==> src/rtl/video_timing_gen.sv <==
`default_nettype none
// ============================================================================
// Module   : video_timing_gen
// Brief    : Raster timing generator. Pulls RGB pixels from a valid/ready
//            stream and emits {R,G,B,DE,HSYNC,VSYNC} for the HDMI encoder.
// Revision : 1.0
// ============================================================================
module video_timing_gen #(
    parameter int H_ACTIVE = 1280,
    parameter int H_FP     = 110,
    parameter int H_SYNC   = 40,
    parameter int H_BP     = 220,
    parameter int V_ACTIVE = 720,
    parameter int V_FP     = 5,
    parameter int V_SYNC   = 5,
    parameter int V_BP     = 20
) (
    input  logic        clk,
    input  logic        rst,
    input  logic        enable,
    input  logic [23:0] pix_data,
    input  logic        pix_valid,
    output logic        pix_ready,
    output logic [26:0] dd1,
    output logic        frame_start,
    output logic        underflow,
    input  logic        underflow_clr
);

    localparam int c_H_TOTAL = H_ACTIVE + H_FP + H_SYNC + H_BP;
    localparam int c_V_TOTAL = V_ACTIVE + V_FP + V_SYNC + V_BP;
    localparam int c_HW      = $clog2(c_H_TOTAL + 1);
    localparam int c_VW      = $clog2(c_V_TOTAL + 1);

    localparam logic [c_HW-1:0] c_H_LAST = c_HW'(c_H_TOTAL - 1);
    localparam logic [c_HW-1:0] c_H_ACT  = c_HW'(H_ACTIVE);
    localparam logic [c_HW-1:0] c_HS_ON  = c_HW'(H_ACTIVE + H_FP);
    localparam logic [c_HW-1:0] c_HS_OFF = c_HW'(H_ACTIVE + H_FP + H_SYNC);
    localparam logic [c_VW-1:0] c_V_LAST = c_VW'(c_V_TOTAL - 1);
    localparam logic [c_VW-1:0] c_V_ACT  = c_VW'(V_ACTIVE);
    localparam logic [c_VW-1:0] c_VS_ON  = c_VW'(V_ACTIVE + V_FP);
    localparam logic [c_VW-1:0] c_VS_OFF = c_VW'(V_ACTIVE + V_FP + V_SYNC);

    localparam logic [0:0] c_ST_IDLE = 1'b0;
    localparam logic [0:0] c_ST_RUN  = 1'b1;

    logic [0:0]      r_state;
    logic [c_HW-1:0] r_hcnt;
    logic [c_VW-1:0] r_vcnt;
    logic [26:0]     r_dd1;
    logic            r_frame_start;
    logic            r_underflow;

    logic            w_run;
    logic            w_active;
    logic            w_hsync;
    logic            w_vsync;
    logic            w_line_end;
    logic            w_frame_end;
    logic [23:0]     w_rgb;

    assign w_run       = (r_state == c_ST_RUN);
    assign w_active    = (r_hcnt < c_H_ACT) && (r_vcnt < c_V_ACT);
    assign w_hsync     = (r_hcnt >= c_HS_ON) && (r_hcnt < c_HS_OFF);
    // VSYNC edges are aligned to the HSYNC leading edge of the boundary lines
    assign w_vsync     = ((r_vcnt == c_VS_ON) && (r_hcnt >= c_HS_ON)) ||
                         ((r_vcnt > c_VS_ON) && (r_vcnt < c_VS_OFF)) ||
                         ((r_vcnt == c_VS_OFF) && (r_hcnt < c_HS_ON));
    assign w_line_end  = (r_hcnt == c_H_LAST);
    assign w_frame_end = w_line_end && (r_vcnt == c_V_LAST);
    assign w_rgb       = (w_active && pix_valid) ? pix_data : 24'h000000;

    assign pix_ready   = w_run && w_active;

    always_ff @(posedge clk or posedge rst) begin
        if (rst) begin
            r_state <= c_ST_IDLE;
            r_hcnt  <= '0;
            r_vcnt  <= '0;
        end else begin
            case (r_state)
                c_ST_IDLE: begin
                    r_hcnt <= '0;
                    r_vcnt <= '0;
                    if (enable) begin
                        r_state <= c_ST_RUN;
                    end
                end
                c_ST_RUN: begin
                    if (w_frame_end) begin
                        r_hcnt <= '0;
                        r_vcnt <= '0;
                        if (!enable) begin
                            r_state <= c_ST_IDLE;
                        end
                    end else if (w_line_end) begin
                        r_hcnt <= '0;
                        r_vcnt <= r_vcnt + c_VW'(1);
                    end else begin
                        r_hcnt <= r_hcnt + c_HW'(1);
                    end
                end
            endcase
        end
    end

    always_ff @(posedge clk or posedge rst) begin
        if (rst) begin
            r_dd1         <= '0;
            r_frame_start <= 1'b0;
            r_underflow   <= 1'b0;
        end else begin
            r_dd1         <= w_run ? {w_rgb, w_active, w_hsync, w_vsync} : 27'd0;
            r_frame_start <= w_run && (r_hcnt == '0) && (r_vcnt == '0);
            // A missed slot takes priority over a clear in the same cycle
            if (pix_ready && !pix_valid) begin
                r_underflow <= 1'b1;
            end else if (underflow_clr) begin
                r_underflow <= 1'b0;
            end
        end
    end

    assign dd1         = r_dd1;
    assign frame_start = r_frame_start;
    assign underflow   = r_underflow;

endmodule
`default_nettype wire

==> config.mk <==
export PLATFORM = sky130hd
export DESIGN_NAME = video_timing_gen
export DESIGN_NICKNAME = d
export VERILOG_FILES = /design/src/rtl/video_timing_gen.sv
export SDC_FILE = /design/constraint.sdc
export NUM_CORES = 1
export LEC_CHECK = 0
export CORE_ASPECT_RATIO = 0.7
export CORE_UTILIZATION = 40
export CTS_CLUSTER_DIAMETER = 100
export DETAILED_ROUTE_END_ITERATION = 10
export PLACE_DENSITY = 0.69
export SYNTH_ARGS = -nofsm -noshare
export SYNTH_HDL_FRONTEND = slang
export SYNTH_SLANG_ARGS = --single-unit
==> constraint.sdc <==
create_clock -name clk -period 2.15 [get_ports clk]
set_input_delay 0.3225 -clock clk [delete_from_list [all_inputs] [get_ports clk]]
set_output_delay 0.3225 -clock clk [all_outputs]
set_load 0.01 [all_outputs]
# ---- Word-level counts from Yosys, hierarchy flattened
# Index checks and enable logic that the tools add are counted.
dict set report word_totals {
  wordCells 51
  ff_bits 51
}
dict set report classes {
  add_sub_neg 2
  n_eq_ne 5
  mux 13
  reduce_logical 17
  n_bitwise 1
  order_cmp 7
}
# operator count
set op_table {}
lappend op_table {{$lt 11x11->1 const B} 3}
lappend op_table {{$eq 10x10->1 const B} 3}
lappend op_table {{$mux 27} 1}
lappend op_table {{$mux 24} 1}
lappend op_table {{$mux 11} 2}
lappend op_table {{$pmux 11 s2} 1}
lappend op_table {{$lt 10x10->1 const B} 2}
lappend op_table {{$mux 10} 2}
lappend op_table {{$pmux 10 s2} 1}
lappend op_table {{$add 11x1->11 const B} 1}
lappend op_table {{$eq 11x11->1 const B} 1}
lappend op_table {{$ge 11x11->1 const B} 1}
lappend op_table {{$logic_and 1x1->1} 11}
lappend op_table {{$logic_not 11->1} 1}
lappend op_table {{$add 10x1->10 const B} 1}
lappend op_table {{$gt 10x10->1 const B} 1}
lappend op_table {{$logic_not 10->1} 1}
lappend op_table {{$mux 1} 4}
lappend op_table {{$ne 3x1->1 const B} 1}
lappend op_table {{$logic_or 1x1->1} 2}
lappend op_table {{$pmux 1 s2} 1}
lappend op_table {{$reduce_bool 2->1} 1}
lappend op_table {{$logic_not 1->1} 1}
lappend op_table {{$not 1->1} 1}

# ---- Logic depth before layout (Yosys ltp)
# Gate-level depths: netlist (run 1).
dict set report logic_depth {
  depth_word 5
  depth_mapped 7
  depth_no_buf 6
}

# ---- Worst setup path before layout (run 1)
# Ideal clock, no wire load.
dict set report synth_path {
  kind {reg2reg}
  startpoint {register r_hcnt[1]}
  endpoint {register r_vcnt[6]}
  t_required_ps 2072
  synth_period_minus_slack_ps 1672
  setup_time_ps 78
  slack_ps 478
  path_stages_with_launch 7
  arrival_time_ps 1594
  path_cell_list {dfrtp_1 -> inv_1 -> ha_1 -> and4b_4 -> a31oi_4 -> or4_1 -> a21oi_1}
}
dict set report synth_between {
  elab_chain_len 4
}
# element line
set synth_rtl {}
lappend synth_rtl {{from (decl)} 48} ;# logic [c_HW-1:0] r_hcnt;
lappend synth_rtl {{from (signal assigned)} 100} ;# r_hcnt <= r_hcnt + c_HW'(1);
lappend synth_rtl {{$eq 11x11->1 *} 69} ;# assign w_line_end = (r_hcnt == c_H_LAST);
lappend synth_rtl {{$logic_and 1x1->1} 70} ;# assign w_frame_end = w_line_end && (r_vcnt == c_V_LAST);
lappend synth_rtl {{$mux 10} 90} ;# if (w_frame_end) begin
lappend synth_rtl {{$pmux 10 s2} 81} ;# case (r_state)
lappend synth_rtl {{to (signal assigned)} 98} ;# r_vcnt <= r_vcnt + c_VW'(1);
lappend synth_rtl {{to (decl)} 49} ;# logic [c_VW-1:0] r_vcnt;
# Mark *: on every way between the ends. The rest lies on a longest branch, timed or not.
# A chain may end at the register's enable or synchronous reset.

# ---- Worst setup path in the final report (run 1)
dict set report layout_path {
  startpoint {register r_vcnt[8]}
  endpoint {output port pix_ready}
}
dict set report layout_between {
  elab_chain_len 3
}
# element line
set layout_rtl {}
lappend layout_rtl {{$lt 10x10->1} 63} ;# assign w_active = (r_hcnt < c_H_ACT) && (r_vcnt < c_V_ACT);
lappend layout_rtl {{$logic_and 1x1->1} 63}
lappend layout_rtl {{$logic_and 1x1->1} 73} ;# assign pix_ready = w_run && w_active;
lappend layout_rtl {{to (decl)} 23} ;# output logic pix_ready,
# Every way passes these cells.

==> results.sh, run 1 <==
export IMPL_fin_skew_ns=0.00826
export IMPL_ctsRootBufferMaster="clkbuf_8"
export IMPL_power_density_nw_per_um2=542
export IMPL_die_area_um2=6140
export IMPL_route_detailed_drc=0
export IMPL_use_met2_pct=25.6
export IMPL_critical_path_class="reg2out"
export IMPL_synth_nets=251
export IMPL_reg2reg_slack_ns=0.23
export IMPL_grt_antenna_before_repair=0
export IMPL_fin_crit_ns=1.99
export IMPL_critPathSlowestCell="dfrtp_1"
export IMPL_final_common_cell="clkdlybuf4s50_1"
export IMPL_layout_drive_gt1_share_pct=11.2
export IMPL_via_per_inst=4.95
export IMPL_clock_latency_ns=0.31
export IMPL_p_int_w=0.00132
export IMPL_drt_iter0_markers=86
export IMPL_gr_usage_met3_pct=4.25
export IMPL_syn2layout_area_growth_pct=35.5
export IMPL_synth_area_per_cell_um2=10.8
export IMPL_finalSetupTns_ns=0
export IMPL_slew_headroom_pct=47.2
export IMPL_power_frac_comb_pct=9.4
export IMPL_vdd_drop_max_uv=262
export IMPL_grt_ovfl_total=0
export IMPL_ys_types=45
export IMPL_rows=22
export IMPL_netSwitchingFraction_pct=23.1
export IMPL_antenna_left=0
export IMPL_ys_seq_area_share_pct=54.8
export IMPL_required_ns=1.83
export IMPL_r2r_cells=6
export IMPL_groute_layer_met1_usage_pct=29.2
export IMPL_rsz0062_at_grt="false"
export IMPL_startpoint="r_vcnt[8]"
export IMPL_grt_pass1_vias=1689
export IMPL_fmax_mhz=503
export IMPL_p_clk_share_pct=32.8
export IMPL_cp_start_kind="register"
export IMPL_antenna_cells=0
export IMPL_grt_pass1_wl_um=8640
export IMPL_nets=321
export IMPL_status="finished clean"
export IMPL_wirelength_um=5250
export IMPL_tightestPinTransition_ns=0.791
export IMPL_path_max_fanout=4
export IMPL_reg2reg_to="r_vcnt[6]"
export IMPL_top_level_ports=59
export IMPL_clockBufferDepth=2
export IMPL_die_x_um=93.2
export IMPL_power_frac_seq_pct=57.9
export IMPL_htree_levels=2
export IMPL_syn_inst=215
export IMPL_clk_pin_slew_ns=0.09
export IMPL_grt_total_usage_pct=18.8
export IMPL_gp_routability_congestion=0.833
export IMPL_detail_route_wl_per_cell_um=14.7
export IMPL_crit_chain="nand4b_1 -> o2111ai_2 -> buf_4 -> inv_1 -> dlygate4sd2_1"
export IMPL_cts_buffers=5
export IMPL_critPathCapture="pix_ready"
export IMPL_setup_violations=0
export IMPL_syn_area_um2=2330
export IMPL_min_period_over_period_pct=92.5
export IMPL_die_y_um=65.8
export IMPL_power_switching_w=0.000394
export IMPL_hold_buffers=0
export IMPL_ys_ff_latch=51
export IMPL_drv_cap=0
export IMPL_power_total_w=0.00171
export IMPL_end_kind="output port"
export IMPL_clock_sinks=51
export IMPL_dp_hpwl_um=3880
export IMPL_initial_core_util_pct=42.9
export IMPL_final_cell_mix="57 x clkdlybuf4s50_1, 51 x dfrtp_1, 25 x and2_1"
export IMPL_cts_tree="yes"
export IMPL_via_count=1772
export IMPL_cpPeakStageDelay_ns=0.42
export IMPL_hold_viol=0
export IMPL_busiest_layer="met1"
export IMPL_worstPathArrival_ns=1.67
export IMPL_reg2reg_from="r_hcnt[1]"
export IMPL_yosys_warnings=0
export IMPL_core_um2=5420
export IMPL_leakagePower_nw=1.32
export IMPL_maxSlewViolCount=0
export IMPL_grt_max_degree=52
export IMPL_port_buffers=58
export IMPL_hold_path_class="in2async"
export IMPL_first_pass_iters=4
timing repair:
action | CTS | global route
setup buffers | 2 | 0
setup endpoints to repair | 1 | 24
gates resized for setup | 3 | 1
pin swaps | 0 | 0
worst max-delay path, delay by kind of cell (launching register included):
kind | cells | cell delay, ns
flops | 1 | 0.42
buf+inv | 3 | 0.48
simple gates | 1 | 0.22
compound gates | 1 | 0.25
logic make-up after synthesis:
| group | Yosys count | share of synthesized area (%) |
|---|---|---|
| compound gates | 32 | 9.40 |
| xor+xnor | 8 | 3.01 |
| fa+ha+maj | 7 | 3.76 |
| buf+inv | 18 | 3.65 |
| flops | 51 | 54.8 |
| mux | 1 | 0.430 |
| simple gates | 98 | 24.9 |
metrics by stage:
| step | cell area [µm²] | util (%) | std cells | setup WS, ns | hold WS [ns] |
|---|---|---|---|---|---|
| floorplan | 2330 | - | 215 | 0.478 | 0.412 |
| global placement | 3040 | 56.0 | 348 | 0.0779 | 0.513 |
| detailed placement | 3040 | 56.0 | 348 | 0.0109 | 0.552 |
| CTS | 3150 | 58.1 | 358 | 0.102 | 0.382 |
| global route | 3150 | 58.2 | 358 | 0.0456 | 0.382 |
| finish | 3150 | 58.2 | 358 | 0.162 | 0.373 |
worst min path at each step:
stage | to | start | slack [ns]
after global routing | dd1[26] | rst | 0.38
after floorplan | underflow | pix_valid | 0.41
final | dd1[3] | rst | 0.37
after global placement | r_hcnt[0] | r_hcnt[0] | 0.51
after CTS | r_hcnt[4] | rst | 0.38
after detailed placement | r_hcnt[0] | r_hcnt[0] | 0.55
synth_stat cells:
| master | count | area share (%) |
|---|---|---|
| dfrtp_1 | 51 | 55 |
| and2_1 | 25 | 6.7 |
| nor2_1 | 16 | 2.6 |
| inv_1 | 12 | 1.9 |
| a21oi_1 | 10 | 2.1 |
| nand2_1 | 9 | 1.5 |
| nand3_1 | 9 | 1.9 |
| ha_1 | 7 | 3.8 |
| o21ai_0 | 7 | 1.5 |
| nand4_1 | 5 | 1.3 |
| nor3_1 | 5 | 1.1 |
| xnor2_1 | 5 | 1.9 |
| nand2b_1 | 4 | 1.1 |
| nor4b_1 | 3 | 1.1 |
| o31ai_1 | 3 | 0.97 |
| or3_1 | 3 | 0.81 |
| or3_2 | 3 | 0.97 |
| xor2_1 | 3 | 1.1 |
| a211oi_1 | 2 | 0.64 |
| and3_1 | 2 | 0.54 |
| buf_6 | 2 | 0.97 |
| clkbuf_1 | 2 | 0.32 |
| nand4b_1 | 2 | 0.75 |
| nor4_1 | 2 | 0.54 |
| o22ai_1 | 2 | 0.54 |
| or4_1 | 2 | 0.64 |
| a2111oi_0 | 1 | 0.38 |
| a21o_1 | 1 | 0.32 |
| a31oi_4 | 1 | 0.91 |
| and3_2 | 1 | 0.32 |
| and4_1 | 1 | 0.38 |
| and4b_4 | 1 | 0.59 |
| buf_2 | 1 | 0.21 |
| clkbuf_2 | 1 | 0.21 |
| mux2i_1 | 1 | 0.43 |
| nand3b_1 | 1 | 0.32 |
| nor2b_1 | 1 | 0.27 |
| nor3_4 | 1 | 0.70 |
| nor3b_1 | 1 | 0.32 |
| o2111ai_1 | 1 | 0.38 |
| o211ai_1 | 1 | 0.32 |
| o21ai_2 | 1 | 0.38 |
| o31ai_2 | 1 | 0.54 |
| o41ai_1 | 1 | 0.38 |
| or3_4 | 1 | 0.48 |
metal layers:
metal | share of wire [%] | wire, µm | up-vias
li1 | - | - | 886
met2 | 43 | 2240 | 35
met4 | 1.2 | 65 | 0
met1 | 52 | 2720 | 844
met3 | 4.4 | 231 | 7
met5 | 0 | 0 | -
power groups by stage:
stage,clock network (W),logic [W],registers (W)
2_1_floorplan,0,0.0000346,0.00102
3_3_place_gp,0,0.000161,0.00101
3_5_place_dp,0,0.000163,0.00101
4_1_cts,0.000583,0.000163,0.000990
5_1_grt,0.000630,0.000174,0.000992
6_report,0.000560,0.000160,0.000989
registers in the layout, summed over array words and instances (netlist names):
signal,flops
dd1,27
r_hcnt,11
r_vcnt,10
frame_start,1
r_state,1
underflow,1
final cells by class:
class,instances,area [µm²]
flip-flops and latches,51,1280
repair buffers,69,674
multi-input cells,146,976
fillers,461,2270
well taps,72,90.1
clock buffers,5,68.8
clock inverters,3,23.8
inverters,12,45.0
Power figures use the tool's default switching activity.
==> run 2: changes to the inputs <==
ABC_CLOCK_PERIOD_IN_PS = 2150   (was default)
SETUP_SLACK_MARGIN = 0.1   (was default)
==> results.sh, run 2 (synthesis results as in run 1) <==
export IMPL_rsz0062_at_grt="false"
export IMPL_layout_drive_gt1_share_pct=11.8
export IMPL_slew_headroom_pct=47.4
export IMPL_reg2reg_from="r_hcnt[1]"
export IMPL_status="finished clean"
export IMPL_via_per_inst=4.99
export IMPL_setup_violations=0
export IMPL_wirelength_um=5270
export IMPL_hold_path_class="in2async"
export IMPL_grt_antenna_before_repair=0
export IMPL_final_common_cell="clkdlybuf4s50_1"
export IMPL_route_detailed_drc=0
export IMPL_maxSlewViolCount=0
export IMPL_worstPathArrival_ns=1.63
export IMPL_grt_ovfl_total=0
export IMPL_end_kind="output port"
export IMPL_crit_buf_inv=3
export IMPL_cts_tree="yes"
export IMPL_core_um2=5420
export IMPL_rows=22
export IMPL_required_ns=1.83
export IMPL_grt_pass1_vias=1689
export IMPL_clk_pin_slew_ns=0.10
export IMPL_cpLargestDelayFamily="buffers and inverters"
export IMPL_critPathSlowestCell="dfrtp_1"
export IMPL_clockBufferDepth=2
export IMPL_cp_start_kind="register"
export IMPL_syn2layout_area_growth_pct=36.1
export IMPL_clock_latency_ns=0.31
export IMPL_htree_levels=2
export IMPL_crit_chain="nand4b_1 -> o2111ai_2 -> buf_4 -> inv_1 -> dlygate4sd2_1"
export IMPL_cpPeakStageDelay_ns=0.40
export IMPL_fillers=457
export IMPL_grt_pass1_wl_um=8640
export IMPL_nets=323
export IMPL_use_met2_pct=25.6
export IMPL_reg2reg_slack_ns=0.23
export IMPL_ctsRootBufferMaster="clkbuf_8"
export IMPL_r2r_cells=6
export IMPL_hold_ws_ns=0.363
export IMPL_top_level_ports=59
export IMPL_busiest_layer="met1"
export IMPL_path_max_fanout=3
export IMPL_drv_cap=0
export IMPL_critical_path_class="reg2out"
export IMPL_cts_buffers=5
export IMPL_antenna_cells=0
export IMPL_fin_skew_ns=0.00814
export IMPL_gr_usage_met3_pct=4.25
export IMPL_groute_layer_met1_usage_pct=29.2
export IMPL_die_y_um=65.8
export IMPL_gp_routability_congestion=0.833
export IMPL_grt_max_degree=52
export IMPL_port_buffers=58
export IMPL_hold_viol=0
export IMPL_largest_reg_flops=27
export IMPL_power_density_nw_per_um2=540
export IMPL_dp_hpwl_um=3880
export IMPL_leakagePower_nw=1.33
export IMPL_initial_core_util_pct=42.9
export IMPL_final_cell_mix="57 x clkdlybuf4s50_1, 51 x dfrtp_1, 25 x and2_1"
export IMPL_detail_route_wl_per_cell_um=14.6
export IMPL_drt_iter0_markers=108
export IMPL_fin_crit_ns=1.96
export IMPL_tightestPinTransition_ns=0.788
export IMPL_fmax_mhz=511
export IMPL_via_count=1796
export IMPL_hold_buffers=0
export IMPL_antenna_left=0
export IMPL_grt_total_usage_pct=18.8
export IMPL_finalSetupTns_ns=0
export IMPL_clock_sinks=51
export IMPL_first_pass_iters=4
export IMPL_die_area_um2=6140
export IMPL_vdd_drop_max_uv=262
export IMPL_min_period_over_period_pct=90.9
export IMPL_die_x_um=93.2
export IMPL_reg2reg_to="r_vcnt[6]"
## run 2: worst max-delay path by stage
stage | from | to | slack, ns | cells past startpoint
2_1_floorplan | r_hcnt[1] | r_vcnt[6] | 0.48 | 6
3_3_place_gp | pix_valid | dd1[5] | 0.08 | 4
3_5_place_dp | pix_valid | dd1[21] | 0.01 | 4
4_1_cts | r_vcnt[7] | dd1[21] | 0.10 | 4
5_1_grt | r_vcnt[8] | pix_ready | 0.1 | 5
6_report | r_vcnt[8] | pix_ready | 0.19 | 5
## run 2: routing by layer
| metal | up-vias | share of wire [%] |
|---|---|---|
| met5 | - | 0 |
| met2 | 33 | 43 |
| li1 | 892 | - |
| met4 | 0 | 1.2 |
| met1 | 864 | 51 |
| met3 | 7 | 4.4 |
## run 2: metrics by stage
| stage | setup slack [ns] | util [%] | instance area, µm² | std cells | power (W) |
|---|---|---|---|---|---|
| 2_1_floorplan | 0.478 | - | 2330 | 215 | 0.00106 |
| 3_3_place_gp | 0.0779 | 56.0 | 3040 | 348 | 0.00117 |
| 3_5_place_dp | 0.0109 | 56.0 | 3040 | 348 | 0.00117 |
| 4_1_cts | 0.102 | 58.1 | 3150 | 358 | 0.00174 |
| 5_1_grt | 0.0950 | 58.4 | 3170 | 360 | 0.00180 |
| 6_report | 0.195 | 58.4 | 3170 | 360 | 0.00171 |
## run 2: layout make-up
class | instances | area [µm²] | area share [%]
clock buffers | 5 | 68.8 | 2.17
clock inverters | 3 | 23.8 | 0.750
inverters | 12 | 45.0 | 1.42
multi-input cells | 146 | 976 | 30.8
flip-flops and latches | 51 | 1280 | 40.3
well taps | 72 | 90.1 | 2.84
repair buffers | 71 | 689 | 21.8
## run 2: where the power goes
| part | switching [W] | leakage [nW] | internal (W) | total (W) |
|---|---|---|---|---|
| Sequential | 0.00000707 | 0.659 | 0.000982 | 0.000989 |
| Combinational | 0.0000596 | 0.631 | 0.000100 | 0.000160 |
| Clock | 0.000329 | 0.0408 | 0.000233 | 0.000562 |
## run 2: worst min-delay path, cell delays in order
cell	delay [ns]
clkdlybuf4s50_1	0.41
inv_2	0.07
buf_12	0.25
## run 2: what timing repair did
item,in CTS,in global routing
buffers inserted,2,2
pin swaps,0,1
resized for setup,3,1
setup endpoints to repair,25,25
==> run 3: changes to the inputs <==
MAX_ROUTING_LAYER = met4   (was default)
==> results.sh, run 3 (synthesis results as in run 1) <==
export IMPL_top_level_ports=59
export IMPL_startpoint="r_vcnt[8]"
export IMPL_cts_tree="yes"
export IMPL_drt_iter0_markers=105
export IMPL_cp_start_kind="register"
export IMPL_vdd_drop_max_uv=262
export IMPL_critical_path_class="reg2out"
export IMPL_cts_buffers=5
export IMPL_clock_sinks=51
export IMPL_clk_pin_slew_ns=0.10
export IMPL_grt_antenna_before_repair=0
export IMPL_die_area_um2=6140
export IMPL_path_max_fanout=3
export IMPL_fmax_mhz=511
export IMPL_grt_pass1_wl_um=8630
export IMPL_clockBufferDepth=2
export IMPL_initial_core_util_pct=42.9
export IMPL_clock_latency_ns=0.31
export IMPL_fin_util_pct=58.4
export IMPL_gp_routability_congestion=0.846
export IMPL_layout_drive_gt1_share_pct=11.8
export IMPL_tightestPinTransition_ns=0.790
export IMPL_rsz0062_at_grt="false"
export IMPL_via_per_inst=5.01
export IMPL_nets=323
export IMPL_maxSlewViolCount=0
export IMPL_drv_cap=0
export IMPL_reg2reg_slack_ns=0.23
export IMPL_setup_slack_ns=0.193
export IMPL_hold_viol=0
export IMPL_port_buffers=58
export IMPL_ctsRootBufferMaster="clkbuf_8"
export IMPL_dp_slack_ns=0.0109
export IMPL_largest_reg_flops=27
export IMPL_leakagePower_nw=1.33
export IMPL_die_x_um=93.2
export IMPL_core_um2=5420
export IMPL_fin_skew_ns=0.00834
export IMPL_worstPathArrival_ns=1.63
export IMPL_grt_max_degree=52
export IMPL_grt_ovfl_total=0
export IMPL_dp_hpwl_um=3880
export IMPL_wirelength_um=5280
export IMPL_via_count=1803
export IMPL_final_cell_mix="57 x clkdlybuf4s50_1, 51 x dfrtp_1, 25 x and2_1"
export IMPL_detail_route_wl_per_cell_um=14.7
export IMPL_required_ns=1.83
export IMPL_crit_chain="nand4b_1 -> o2111ai_2 -> buf_4 -> inv_1 -> dlygate4sd2_1"
export IMPL_rows=22
export IMPL_final_common_cell="clkdlybuf4s50_1"
export IMPL_reg2reg_from="r_hcnt[1]"
export IMPL_slew_headroom_pct=47.3
export IMPL_grt_pass1_vias=1696
export IMPL_antenna_left=0
export IMPL_hold_path_class="in2async"
export IMPL_status="finished clean"
export IMPL_power_density_nw_per_um2=540
export IMPL_route_detailed_drc=0
export IMPL_hold_buffers=0
export IMPL_critPathSlowestCell="dfrtp_1"
export IMPL_htree_levels=2
export IMPL_fillers=457
export IMPL_first_pass_iters=4
export IMPL_finalSetupTns_ns=0
export IMPL_end_kind="output port"
export IMPL_r2r_cells=6
export IMPL_setup_violations=0
export IMPL_cpPeakStageDelay_ns=0.40
export IMPL_grt_total_usage_pct=19.3
export IMPL_fin_crit_ns=1.96
export IMPL_antenna_cells=0
export IMPL_die_y_um=65.8
export IMPL_min_period_over_period_pct=91.0
export IMPL_hold_ws_ns=0.362
export IMPL_syn2layout_area_growth_pct=36.1
export IMPL_reg2reg_to="r_vcnt[6]"
-- run 3: cell counts in the layout (fill, tap and decap cells not counted) --
No cell type changed its count.
-- run 3: metal layers --
layer | vias to the layer above | part of all wire (%) | global-route usage, %
met5 | - | 0 | -
met2 | 34 | 43 | 25.6
met3 | 7 | 4.1 | 4.25
met1 | 870 | 51 | 29.1
met4 | 0 | 1.2 | 5.77
li1 | 892 | - | -
-- run 3: report_power, final --
part / switching (W) / internal [W]
Clock: 0.000330 / 0.000233
Sequential: 0.00000707 / 0.000982
Combinational: 0.0000596 / 0.000100
-- run 3: metrics by stage --
step | cell area (µm²) | instances | power [W]
2_1_floorplan | 2330 | 215 | 0.00106
3_3_place_gp | 3040 | 348 | 0.00117
3_5_place_dp | 3040 | 348 | 0.00117
4_1_cts | 3150 | 358 | 0.00174
5_1_grt | 3170 | 360 | 0.00180
6_report | 3170 | 360 | 0.00171
-- run 3: what timing repair did --
item,CTS,global route
pin swaps,0,1
endpoints found under the setup margin,25,25
cloned,0,0
buffers inserted,2,2
resized for setup,3,1
-- run 3: worst max-delay path by stage --
stage / endpoint / cells past startpoint
after floorplan: r_vcnt[6] / 6
after global placement: dd1[5] / 4
after detailed placement: dd1[21] / 4
after CTS: dd1[21] / 4
after global routing: pix_ready / 5
final: pix_ready / 5
-- run 3: layout make-up --
| type | count | area, µm² | share of cell area, % |
|---|---|---|---|
| flip-flops and latches | 51 | 1280 | 40.3 |
| multi-input cells | 146 | 976 | 30.8 |
| repair buffers | 71 | 689 | 21.8 |
| well taps | 72 | 90.1 | 2.84 |
| clock buffers | 5 | 68.8 | 2.17 |
| inverters | 12 | 45.0 | 1.42 |
| clock inverters | 3 | 23.8 | 0.750 |
-- run 3: worst max-delay path: cells and delay by family (launching register included) --
family                 cells  cell delay [ns]
and+or+nand+nor            1             0.22
AOI/OAI and AO/OA          1             0.23
buffers and inverters      3             0.48
DFF                        1             0.40
